$ cat config.mk
export PLATFORM = sky130hd
export DESIGN_NAME = psimd_lane_sequencer
export DESIGN_NICKNAME = d
export VERILOG_FILES = /design/src/rtl/psimd_pkg.sv /design/src/rtl/psimd_lane_select.sv /design/src/rtl/psimd_lane_sequencer.sv
export SDC_FILE = /design/constraint.sdc
export NUM_CORES = 1
export LEC_CHECK = 0
export CAP_MARGIN = 20
export CORE_MARGIN = 10
export CORE_UTILIZATION = 44
export DETAILED_ROUTE_END_ITERATION = 12
export PLACE_DENSITY = 0.84
export REMOVE_ABC_BUFFERS = 1
export SLEW_MARGIN = 20
export SYNTH_ARGS = -nofsm -noshare
export SYNTH_HDL_FRONTEND = slang
export SYNTH_SLANG_ARGS = --single-unit
export TNS_END_PERCENT = 10
$ cat constraint.sdc
create_clock -name clk -period 3.8 [get_ports clk]
set_input_delay 1.14 -clock clk [delete_from_list [all_inputs] [get_ports clk]]
set_output_delay 1.14 -clock clk [all_outputs]
set_load 0.05 [all_outputs]
$ cat src/rtl/psimd_pkg.sv
//------------------------------------------------------------------------------
// psimd_pkg
// Shared types and constants for the PSIMD lane sequencer and its lane
// operand selector.
//   psimd_mode_t : operation flavour, DLFloat16 (three operand registers,
//                  four 16-bit lanes) or INT32 (two registers, four 32-bit
//                  lanes).
//   seq_state_t  : sequencer control states.
//   LANES, FP_W, INT_W, REG_W : lane count and lane/register widths.
//------------------------------------------------------------------------------
`timescale 1ns/1ps

package psimd_pkg;

   localparam int LANES = 4;
   localparam int FP_W  = 16;
   localparam int INT_W = 32;
   localparam int REG_W = 64;

   typedef enum logic {
      MODE_FP16  = 1'b0,
      MODE_INT32 = 1'b1
   } psimd_mode_t;

   typedef enum logic [1:0] {
      S_IDLE,
      S_ISSUE,
      S_DRAIN,
      S_DONE
   } seq_state_t;

endpackage

$ cat src/rtl/psimd_lane_select.sv
//------------------------------------------------------------------------------
// psimd_lane_select
// Purely combinational extraction of one lane's operands from the captured
// operand registers.
//   data1/2/3      : FP16 operand registers, lane k at [16k+15:16k]
//   datai_0/1      : INT32 operand registers, lanes 0/1 in datai_0 and
//                    lanes 2/3 in datai_1 (low word first)
//   idx            : lane being selected
//   a, b, c        : FP16 operands of lane idx
//   int_op         : INT32 operand of lane idx
//------------------------------------------------------------------------------
`timescale 1ns/1ps

module psimd_lane_select
   import psimd_pkg::*;
(
   input  logic [REG_W-1:0] data1,
   input  logic [REG_W-1:0] data2,
   input  logic [REG_W-1:0] data3,
   input  logic [REG_W-1:0] datai_0,
   input  logic [REG_W-1:0] datai_1,
   input  logic [1:0]       idx,
   output logic [FP_W-1:0]  a,
   output logic [FP_W-1:0]  b,
   output logic [FP_W-1:0]  c,
   output logic [INT_W-1:0] int_op
);

   logic [5:0]       fp_off;
   logic [REG_W-1:0] int_word;

   // FP16 lanes sit at a 16-bit stride, so the bit offset is just the lane
   // index shifted up by four. INT32 lanes first pick the register by the
   // upper index bit, then the half-word by the lower bit.
   always_comb begin
      fp_off   = {idx, 4'b0000};
      a        = data1[fp_off +: FP_W];
      b        = data2[fp_off +: FP_W];
      c        = data3[fp_off +: FP_W];
      int_word = idx[1] ? datai_1 : datai_0;
      int_op   = idx[0] ? int_word[63:32] : int_word[31:0];
   end

endmodule

$ cat src/rtl/psimd_lane_sequencer.sv
//------------------------------------------------------------------------------
// psimd_lane_sequencer
// Accepts one packed PSIMD operation, issues its four lanes one per cycle to
// a single shared lane execution unit, gathers the (possibly out-of-order)
// lane results and presents them repacked as 64-bit result registers.
//   clk, rst_n           : clock, asynchronous active-low reset
//   in_valid/in_ready    : operation handshake
//   in_mode              : 0 = DLFloat16 (in_data1/2/3), 1 = INT32 (in_datai_0/1)
//   in_data1/2/3         : FP16 operand registers
//   in_datai_0/1         : INT32 operand registers
//   lane_valid/ready     : lane issue handshake to the shared unit
//   lane_idx, lane_mode  : lane being issued and its mode
//   lane_a/b/c, lane_int : lane operands
//   lane_res_*           : lane result return (no backpressure)
//   out_valid/out_ready  : packed result handshake
//   out_mode             : mode of the packed result
//   out_data             : packed FP16 result (zero in INT32 mode)
//   out_datai_0/1        : packed INT32 results (zero in FP16 mode)
//   seq_err              : sticky protocol error flag, cleared only by reset
//------------------------------------------------------------------------------
`timescale 1ns/1ps

module psimd_lane_sequencer
   import psimd_pkg::*;
#(
   parameter int REG_WIDTH = 64,
   parameter int NUM_LANES = 4
)
(
   input  logic                 clk,
   input  logic                 rst_n,
   input  logic                 in_valid,
   output logic                 in_ready,
   input  logic                 in_mode,
   input  logic [REG_WIDTH-1:0] in_data1,
   input  logic [REG_WIDTH-1:0] in_data2,
   input  logic [REG_WIDTH-1:0] in_data3,
   input  logic [REG_WIDTH-1:0] in_datai_0,
   input  logic [REG_WIDTH-1:0] in_datai_1,
   output logic                 lane_valid,
   input  logic                 lane_ready,
   output logic [1:0]           lane_idx,
   output logic                 lane_mode,
   output logic [FP_W-1:0]      lane_a,
   output logic [FP_W-1:0]      lane_b,
   output logic [FP_W-1:0]      lane_c,
   output logic [INT_W-1:0]     lane_int,
   input  logic                 lane_res_valid,
   input  logic [1:0]           lane_res_idx,
   input  logic [FP_W-1:0]      lane_res_fp,
   input  logic [INT_W-1:0]     lane_res_int,
   output logic                 out_valid,
   input  logic                 out_ready,
   output logic                 out_mode,
   output logic [REG_WIDTH-1:0] out_data,
   output logic [REG_WIDTH-1:0] out_datai_0,
   output logic [REG_WIDTH-1:0] out_datai_1,
   output logic                 seq_err
);

   seq_state_t           state;
   psimd_mode_t          mode_r;
   logic [REG_WIDTH-1:0] data1_r;
   logic [REG_WIDTH-1:0] data2_r;
   logic [REG_WIDTH-1:0] data3_r;
   logic [REG_WIDTH-1:0] datai0_r;
   logic [REG_WIDTH-1:0] datai1_r;
   logic [2:0]           issue_cnt;
   logic [2:0]           ret_cnt;
   logic [2:0]           ret_cnt_nxt;
   logic [NUM_LANES-1:0] res_mask;
   logic [FP_W-1:0]      res_fp  [NUM_LANES];
   logic [INT_W-1:0]     res_int [NUM_LANES];
   logic                 res_window;
   logic                 res_issued;
   logic                 res_dup;
   logic                 res_accept;
   logic                 res_error;

   // Handshake and lane-control outputs are straight decodes of the state
   // and counter registers, so they never depend combinationally on inputs.
   assign in_ready   = (state == S_IDLE);
   assign lane_valid = (state == S_ISSUE);
   assign out_valid  = (state == S_DONE);
   assign lane_idx   = issue_cnt[1:0];
   assign lane_mode  = mode_r;
   assign out_mode   = mode_r;

   // The lane operands are the slices of the captured registers picked by
   // the current issue index; they stay put while the unit stalls because
   // issue_cnt only moves on an accepted issue.
   psimd_lane_select u_lane_select (
      .data1   (data1_r),
      .data2   (data2_r),
      .data3   (data3_r),
      .datai_0 (datai0_r),
      .datai_1 (datai1_r),
      .idx     (issue_cnt[1:0]),
      .a       (lane_a),
      .b       (lane_b),
      .c       (lane_c),
      .int_op  (lane_int)
   );

   // Classify a returning lane result. Only results that arrive while lanes
   // are in flight, for a lane that has really been issued, and for a slot
   // not yet filled are accepted; anything else is a protocol error and is
   // dropped. The next return count is exposed so the drain state can move
   // to DONE on the same edge that stores the final result.
   always_comb begin
      res_window  = (state == S_ISSUE) || (state == S_DRAIN);
      res_issued  = ({1'b0, lane_res_idx} < issue_cnt);
      res_dup     = res_mask[lane_res_idx];
      res_accept  = lane_res_valid && res_window && res_issued && !res_dup;
      res_error   = lane_res_valid && !res_accept;
      ret_cnt_nxt = ret_cnt + {2'b00, res_accept};
   end

   // Repack the result slots into register form. The lane placement mirrors
   // the operand layout, and the register set that does not belong to the
   // current mode is forced to zero.
   always_comb begin
      out_data    = '0;
      out_datai_0 = '0;
      out_datai_1 = '0;
      if (mode_r == MODE_FP16) begin
         out_data = {res_fp[3], res_fp[2], res_fp[1], res_fp[0]};
      end else begin
         out_datai_0 = {res_int[1], res_int[0]};
         out_datai_1 = {res_int[3], res_int[2]};
      end
   end

   // Main sequencer. IDLE captures an operation and clears the bookkeeping,
   // ISSUE walks the lane index forward on every accepted issue, DRAIN waits
   // for the fourth distinct result, and DONE holds the packed result until
   // the consumer takes it. Result capture runs alongside the state machine
   // because results may already come back while later lanes are issuing.
   always_ff @(posedge clk or negedge rst_n) begin
      if (!rst_n) begin
         state     <= S_IDLE;
         mode_r    <= MODE_FP16;
         data1_r   <= '0;
         data2_r   <= '0;
         data3_r   <= '0;
         datai0_r  <= '0;
         datai1_r  <= '0;
         issue_cnt <= '0;
         ret_cnt   <= '0;
         res_mask  <= '0;
         seq_err   <= 1'b0;
         for (int k = 0; k < NUM_LANES; k++) begin
            res_fp[k]  <= '0;
            res_int[k] <= '0;
         end
      end else begin
         if (res_error) begin
            seq_err <= 1'b1;
         end

         if (res_accept) begin
            res_mask[lane_res_idx] <= 1'b1;
            ret_cnt                <= ret_cnt_nxt;
            if (mode_r == MODE_FP16) begin
               res_fp[lane_res_idx] <= lane_res_fp;
            end else begin
               res_int[lane_res_idx] <= lane_res_int;
            end
         end

         case (state)
            S_IDLE: begin
               if (in_valid) begin
                  mode_r    <= psimd_mode_t'(in_mode);
                  data1_r   <= in_data1;
                  data2_r   <= in_data2;
                  data3_r   <= in_data3;
                  datai0_r  <= in_datai_0;
                  datai1_r  <= in_datai_1;
                  issue_cnt <= '0;
                  ret_cnt   <= '0;
                  res_mask  <= '0;
                  for (int k = 0; k < NUM_LANES; k++) begin
                     res_fp[k]  <= '0;
                     res_int[k] <= '0;
                  end
                  state <= S_ISSUE;
               end
            end
            S_ISSUE: begin
               if (lane_ready) begin
                  issue_cnt <= issue_cnt + 3'd1;
                  if (issue_cnt == 3'd3) begin
                     state <= S_DRAIN;
                  end
               end
            end
            S_DRAIN: begin
               if (ret_cnt_nxt == 3'd4) begin
                  state <= S_DONE;
               end
            end
            S_DONE: begin
               if (out_ready) begin
                  state <= S_IDLE;
               end
            end
            default: begin
               state <= S_IDLE;
            end
         endcase
      end
   end

endmodule

Word level (Yosys, flattened, before mapping)
Index checks and enable logic that the tools add are counted.
{ "word_totals": {"output_inout_bits": 280, "ff_bits": 526, "in_bits": 377, "word_cells": 93} }
{ "classes": {"eq_ne": 10, "shifts": 3, "reduce_logical": 14, "addsub": 2, "bitwise": 2, "magnitude_cmp": 5, "mux": 38} }
{ "ops": {"columns": ["cell", "count"], "rows": [
  ["2-to-1 mux 128 bit", 4],
  ["2-to-1 mux 64 bit", 8],
  ["indexed part select 64 x 7 -> 16 bit", 3],
  ["bitwise mux 128 bit", 1],
  ["bitwise mux 64 bit", 1],
  ["demux 32 bit (select 2 bit)", 1],
  ["2-to-1 mux 32 bit", 2],
  ["demux 16 bit (select 2 bit)", 1],
  ["2-to-1 mux 16 bit", 1],
  ["2-to-1 mux 3 bit", 5],
  ["2-to-1 mux 4 bit", 3],
  ["2-to-1 mux 2 bit", 5],
  ["inequality test 2 x 1 -> 1 bit, second input constant", 4],
  ["one-hot mux 2 bit (4 select lines)", 1],
  ["logical AND 1 bit", 6],
  ["one-hot mux 3 bit (2 select lines)", 1],
  ["AND reduction 5 bit", 1],
  ["== test 2 bit, second input constant", 2],
  ["bitwise OR 4 bit", 1],
  ["adder 3 x 1 -> 3 bit", 1],
  ["adder 3 x 1 -> 3 bit, second input constant", 1],
  ["== test 3 x 2 -> 1 bit, second input constant", 1],
  ["== test 3 bit, second input constant", 1],
  ["greater-or-equal comparator 3 bit, second input constant", 1],
  ["16 further kinds", 18]
]} }

Logic depth before layout (Yosys ltp)
{ "depth": {"depth_word": 10, "depth_mapped": 16, "ltp_nobuf": 12} }

Modules after synthesis
A second synthesis with hierarchy kept.
{ "hier_totals": {"hier_cells": 2439, "hier_area_um2": 24161.9} }
{ "modules_own_cells": {"columns": ["mod", "n_inst", "area_per_inst_um2", "seq_area_each_um2", "cells_each"], "rows": [
  ["psimd_lane_sequencer", 1, 22157.5, 13162.6, 2341],
  ["psimd_lane_select", 1, 2004.4, 0.0, 98]
]} }

Least setup slack after synthesis
Ideal clock, no wire load.
{ "synth_path": {"path_type": "input to register", "startpoint": "input port lane_res_idx[1]", "endpoint": "register state[1]", "slack_ns": 0.015, "n_path_buf": 2, "t_required_ns": 3.675, "arrival_ns": 3.660, "stages": 12, "setup_time_ns": 0.125, "path_cell_list": "ha_1 -> o21bai_1 -> o2111ai_1 -> buf_6 -> or3_1 -> clkbuf_1 -> inv_1 -> ha_1 -> ha_1 -> or3_1 -> a21oi_1 -> mux2_2"} }
{ "synth_via": {"elab_chain_cells": 8, "word_cells_on_any_way": 10, "cone_classes": "1 x add/sub; 1 x order compare; 2 x eq/ne; 2 x mux; 4 x reduce/logical"} }
{ "synth_lines": {"columns": ["element", "line_no", "text"], "rows": [
  ["start: declaration", "psimd_lane_sequencer.sv:49", "input logic [1:0] lane_res_idx,"],
  ["binary-select mux 1 bit (select 2 bit)", "psimd_lane_sequencer.sv:113", "res_dup = res_mask[lane_res_idx];"],
  ["2-to-1 mux 1 bit (not written as such)", "psimd_lane_sequencer.sv:113", null],
  ["logical NOT 1 bit", "psimd_lane_sequencer.sv:114", "res_accept = lane_res_valid && res_window && res_issued && !res_dup;"],
  ["logical AND 1 bit (*)", "psimd_lane_sequencer.sv:114", null],
  ["adder 3 x 1 -> 3 bit (*)", "psimd_lane_sequencer.sv:116", "ret_cnt_nxt = ret_cnt + {2'b00, res_accept};"],
  ["== test 3 bit (*)", "psimd_lane_sequencer.sv:199", "if (ret_cnt_nxt == 3'd4) begin"],
  ["inequality test 2 x 1 -> 1 bit (no source line) (*)", null, null],
  ["AND reduction 5 bit (no source line) (*)", null, null],
  ["end signal: assignment", "psimd_lane_sequencer.sv:200", "state <= S_DONE;"],
  ["end signal: assignment", "psimd_lane_sequencer.sv:205", "state <= S_IDLE;"],
  ["end signal: assignment", "psimd_lane_sequencer.sv:209", "state <= S_IDLE;"],
  ["end: declaration", "psimd_lane_sequencer.sv:61", "seq_state_t state;"]
]} }
Mark *: on every way between the ends. The rest lies on a longest branch, timed or not. The select of a mux whose other input is x is not followed.
A chain may end at the register's enable or synchronous reset.

Worst setup path after layout
{ "layout_path": {"startpoint": "register issue_cnt[0]", "endpoint": "output port lane_b[8]"} }
{ "layout_via": {"elab_chain_cells": 1} }
{ "layout_lines": {"columns": ["element", "line_no", "text"], "rows": [
  ["start: declaration", "psimd_lane_sequencer.sv:68", "logic [2:0] issue_cnt;"],
  ["start signal: assignment", "psimd_lane_sequencer.sv:192", "issue_cnt <= issue_cnt + 3'd1;"],
  ["indexed part select 64 x 7 -> 16 bit", "psimd_lane_select.sv:38", "b = data2[fp_off +: FP_W];"],
  ["end: declaration", "psimd_lane_sequencer.sv:45", "output logic [FP_W-1:0] lane_b,"]
]} }
No other way between the ends.

==> impl_metrics.json <==
{
  "grt_max_degree": 95,
  "numCtsBuffers": 54,
  "synth-compound-area-share": 0.006437,
  "final.period_utilization": 0.9803,
  "grt_pass1_vias": 20430,
  "detailedRoute.firstIterationViolations": 1497,
  "layout-drive-gt1-share": 0.1024,
  "setup.worst_path.end_class": "output pin",
  "detailedPlace.worstSlack_ns": -0.2663,
  "tritoncts_clock_tree": "done",
  "skew_ns": 0.01849,
  "drcViolationCount": 0,
  "report.final.setup_viol": 0,
  "final_weighted_congestion_of_routability_driven_global_placement": 0.9307,
  "h-tree-depth": 2,
  "route.detailed.vias_per_inst": 5.138,
  "numPortBuffers": 656,
  "outcome": "finished clean",
  "most_used_flip_flop_cell_after_synthesis": "sky130_fd_sc_hd__dfrtp_1",
  "ant_nets": 0,
  "max-cap-violations": 0,
  "cts_num_sinks": 526,
  "min_path_type": "in2async",
  "path_max_fanout": 37,
  "dr.pass1.iters": 7,
  "crit_path_setup_slack_layout_ns": 0.07499,
  "postSynthRegisterBits": 526,
  "cells_along_the_critical_path": "buf_12 > buf_16 > mux4_2 > buf_6",
  "detailroute.via_count": 19600,
  "post_synth_mux_area_share": 0.1570,
  "timing.critical_path.buf_inv": 3,
  "asyncSetResetFlopFracSynth": 1.000,
  "critPathSlowestCell": "sky130_fd_sc_hd__dfrtp_4",
  "synth_simple_gate_area_share": 0.2491,
  "gr-total-overflow": 0,
  "cell_row_count": 85,
  "irDropWorstVdd_mv": 0.6934,
  "synth.cell_area_um2": 23910,
  "die-height_um": 253.1,
  "synth_enable_flop_cells": 0,
  "max-slew-margin-rel": 0.5220,
  "final.fill_count": 4091,
  "power_per_cell_area_nw_per_um2": 806.8,
  "antenna_found_initial": 16,
  "yosys.area_share.adder": 0.004710,
  "worst_path_class_setup": "reg2out",
  "tightestPinTransition_ns": 0.7170,
  "global_route.usage.total": 0.2419,
  "clock_insertion_delay_at_the_later_pin_of_the_skew_report_ns": 0.60,
  "slowest_delay_ns": 0.61,
  "synth_xor_area_frac": 0.0003663,
  "nNetsFinal": 3455,
  "route.final.wire_length_um": 79640,
  "synthesized_area_divided_by_synthesized_cell_count_um2": 9.807,
  "postSynthCellCount": 2438,
  "core_um2": 53810,
  "synthesis.yosys.warnings": 0,
  "io_pins": 657,
  "hold_violations": 0,
  "synth.distinct_cells": 39,
  "starting_utilization_of_the_core_area": 0.4443,
  "cts.reportedPaths.clkPinSlew_ns": 0.06,
  "finalCriticalPeriod_ns": 3.725,
  "pleak_nw": 16.69,
  "grt_pass1_wl_um": 119700,
  "unrepaired_setup_endpoints_after_global_routing": "yes",
  "timing.critical_path.required_ns": 2.66,
  "max-clock-path-buffers": 3,
  "synth_top_family_by_area": "simple AND/OR/NAND/NOR gates",
  "timing.final.max_slew_violations": 0,
  "detail_route.wl_per_cell_um": 20.88,
  "worst_setup_path_start_kind": "flop",
  "cts_root_buf": "sky130_fd_sc_hd__clkbuf_16",
  "critical_path.top_delay_family": "buffers and inverters",
  "flow.area_growth_from_synthesis_pct": 39.82,
  "die-area_um2": 64060,
  "post_synthesis_sequential_area_ratio": 0.5505,
  "timing.critical_path.arrival_ns": 2.59,
  "fmaxAchievable_mhz": 268.5,
  "finish.utilization": 0.6212,
  "detailed_place_hpwl_um": 59570,
  "chipWidth_um": 253.1
}
-- layer usage --
layer,vias to the layer above,global-route usage,wire length [µm]
li1,9047,-,-
met1,9505,0.2756,29270
met2,854,0.3992,38080
met3,183,0.09083,8424
met4,14,0.1099,3772
met5,-,0,98
-- worst paths after layout --
check,cells past startpoint,to,start,slack [ns]
min in group clk,2,data3_r[40],data3_r[40],0.47
setup reg to reg,11,state[1],issue_cnt[1],0.72
max in group asynchronous,3,data3_r[38],rst_n,2.40
setup / recovery,4,lane_b[8],issue_cnt[0],0.07
hold reg to reg,2,data3_r[40],data3_r[40],0.47
hold / removal,1,res_fp[28],rst_n,0.43
-- cell usage after synthesis (all sizes together), types with 2 or more instances --
cell type,instances,area (µm²)
nand3,3,15.01
a21oi,4,20.02
buf,43,264.0
nor3,2,20.02
o21ai,7,35.03
and2,131,819.5
or4,2,18.77
inv,9,33.78
a22o,2,17.52
nand2b,4,25.02
nor2b,64,400.4
clkbuf,123,461.7
dfrtp,526,13160
nor4,2,42.54
o31ai,3,22.52
mux2i,194,1942
nand2,1209,4538
nand3b,3,22.52
mux4,80,1802
or3,6,37.54
ha,9,112.6
-- report_power, final --
part           leakage [nW]  switching, mW  internal (mW)  total [mW]
clock network         0.843           2.21           3.01        5.22
logic                  9.01           8.10           4.68        12.8
registers              6.83           1.27           7.70        8.97
-- per-stage QoR --
| stage | total power, mW | instance area [µm²] | cells | hold slack, ns | setup TNS (ns) |
|---|---|---|---|---|---|
| 2_1_floorplan | 17.01 | 23180 | 2272 | 0.4403 | -3817.89 |
| 3_3_place_gp | 21.42 | 31590 | 3705 | 0.4466 | -0.2623 |
| 3_5_place_dp | 21.79 | 31590 | 3705 | 0.4551 | -0.3191 |
| 4_1_cts | 27.04 | 33320 | 3796 | 0.4065 | -0.02884 |
| 5_1_grt | 28.39 | 33410 | 3807 | 0.4229 | -0.02438 |
| 6_report | 26.97 | 33430 | 3815 | 0.4293 | 0 |
-- kinds of logic (layout without fill, tap and decap cells) --
kind of cell / count (synthesis) / in the layout
flops: 526 / 526
other cells: 0 / 15
buf+inv: 175 / 841
mux: 275 / 275
simple gates: 1429 / 1429
compound gates: 23 / 23
fa+ha+maj: 9 / 9
xor+xnor: 1 / 1
-- state kept, by name (all words and copies together), names as in the netlist --
name / cells
res_int: 128
data1_r: 64
data2_r: 64
data3_r: 64
datai0_r: 64
datai1_r: 64
res_fp: 64
res_mask: 4
issue_cnt: 3
ret_cnt: 3
state: 2
lane_mode: 1
seq_err: 1
-- cell type report --
| type | instances | area, µm² | area share |
|---|---|---|---|
| Clock inverter | 16 | 182.7 | 0.005464 |
| Inverter | 9 | 33.78 | 0.001011 |
| Clock buffer | 75 | 1531 | 0.04581 |
| Timing Repair Buffer | 741 | 7587 | 0.2270 |
| Sequential cell | 526 | 13170 | 0.3941 |
| Tap cell | 696 | 870.8 | 0.02605 |
| Multi-Input combinational cell | 1737 | 10010 | 0.2995 |
| Antenna cell | 15 | 37.54 | 0.001123 |
-- timing repair --
item                       in CTS  in global routing
gates resized for setup        24                 14
setup buffers                   0                  4
hold endpoints to repair        0                  0
hold buffers                    0                  0
setup endpoints to repair      27                 25
pin swaps                       0                  0
-- placed cells by master, fill, tap and decap left out, types with 2 or more instances in the layout --
cell type,netlist,final
sky130_fd_sc_hd__nand2_1,1209,1208
sky130_fd_sc_hd__clkdlybuf4s50_1,0,574
sky130_fd_sc_hd__dfrtp_1,526,523
sky130_fd_sc_hd__mux2i_1,194,194
sky130_fd_sc_hd__and2_1,130,130
sky130_fd_sc_hd__buf_4,7,94
sky130_fd_sc_hd__mux4_2,80,80
sky130_fd_sc_hd__nor2b_1,64,64
sky130_fd_sc_hd__clkbuf_16,0,55
sky130_fd_sc_hd__buf_12,0,34
sky130_fd_sc_hd__dlygate4sd2_1,0,17
sky130_fd_sc_hd__diode_2,0,15
sky130_fd_sc_hd__buf_6,3,13
sky130_fd_sc_hd__clkbuf_1,123,12
sky130_fd_sc_hd__inv_1,9,9
sky130_fd_sc_hd__ha_1,9,9
sky130_fd_sc_hd__clkbuf_8,0,8
sky130_fd_sc_hd__o21ai_0,7,7
sky130_fd_sc_hd__clkinv_2,0,6
sky130_fd_sc_hd__dlymetal6s2s_1,0,5
sky130_fd_sc_hd__or3_1,6,4
sky130_fd_sc_hd__nand2b_1,4,4
sky130_fd_sc_hd__a21oi_1,4,4
sky130_fd_sc_hd__nand3b_1,3,3
sky130_fd_sc_hd__o31ai_1,3,3
sky130_fd_sc_hd__nand3_1,3,3
sky130_fd_sc_hd__inv_6,0,3
sky130_fd_sc_hd__bufinv_16,0,3
sky130_fd_sc_hd__dfrtp_4,0,3
sky130_fd_sc_hd__buf_16,0,3
sky130_fd_sc_hd__nor3_4,0,2
sky130_fd_sc_hd__nor4_4,2,2
sky130_fd_sc_hd__or3_2,0,2
sky130_fd_sc_hd__a22o_1,2,2
sky130_fd_sc_hd__clkinv_4,0,2
No activity file was read; power rests on OpenSTA's default activity.
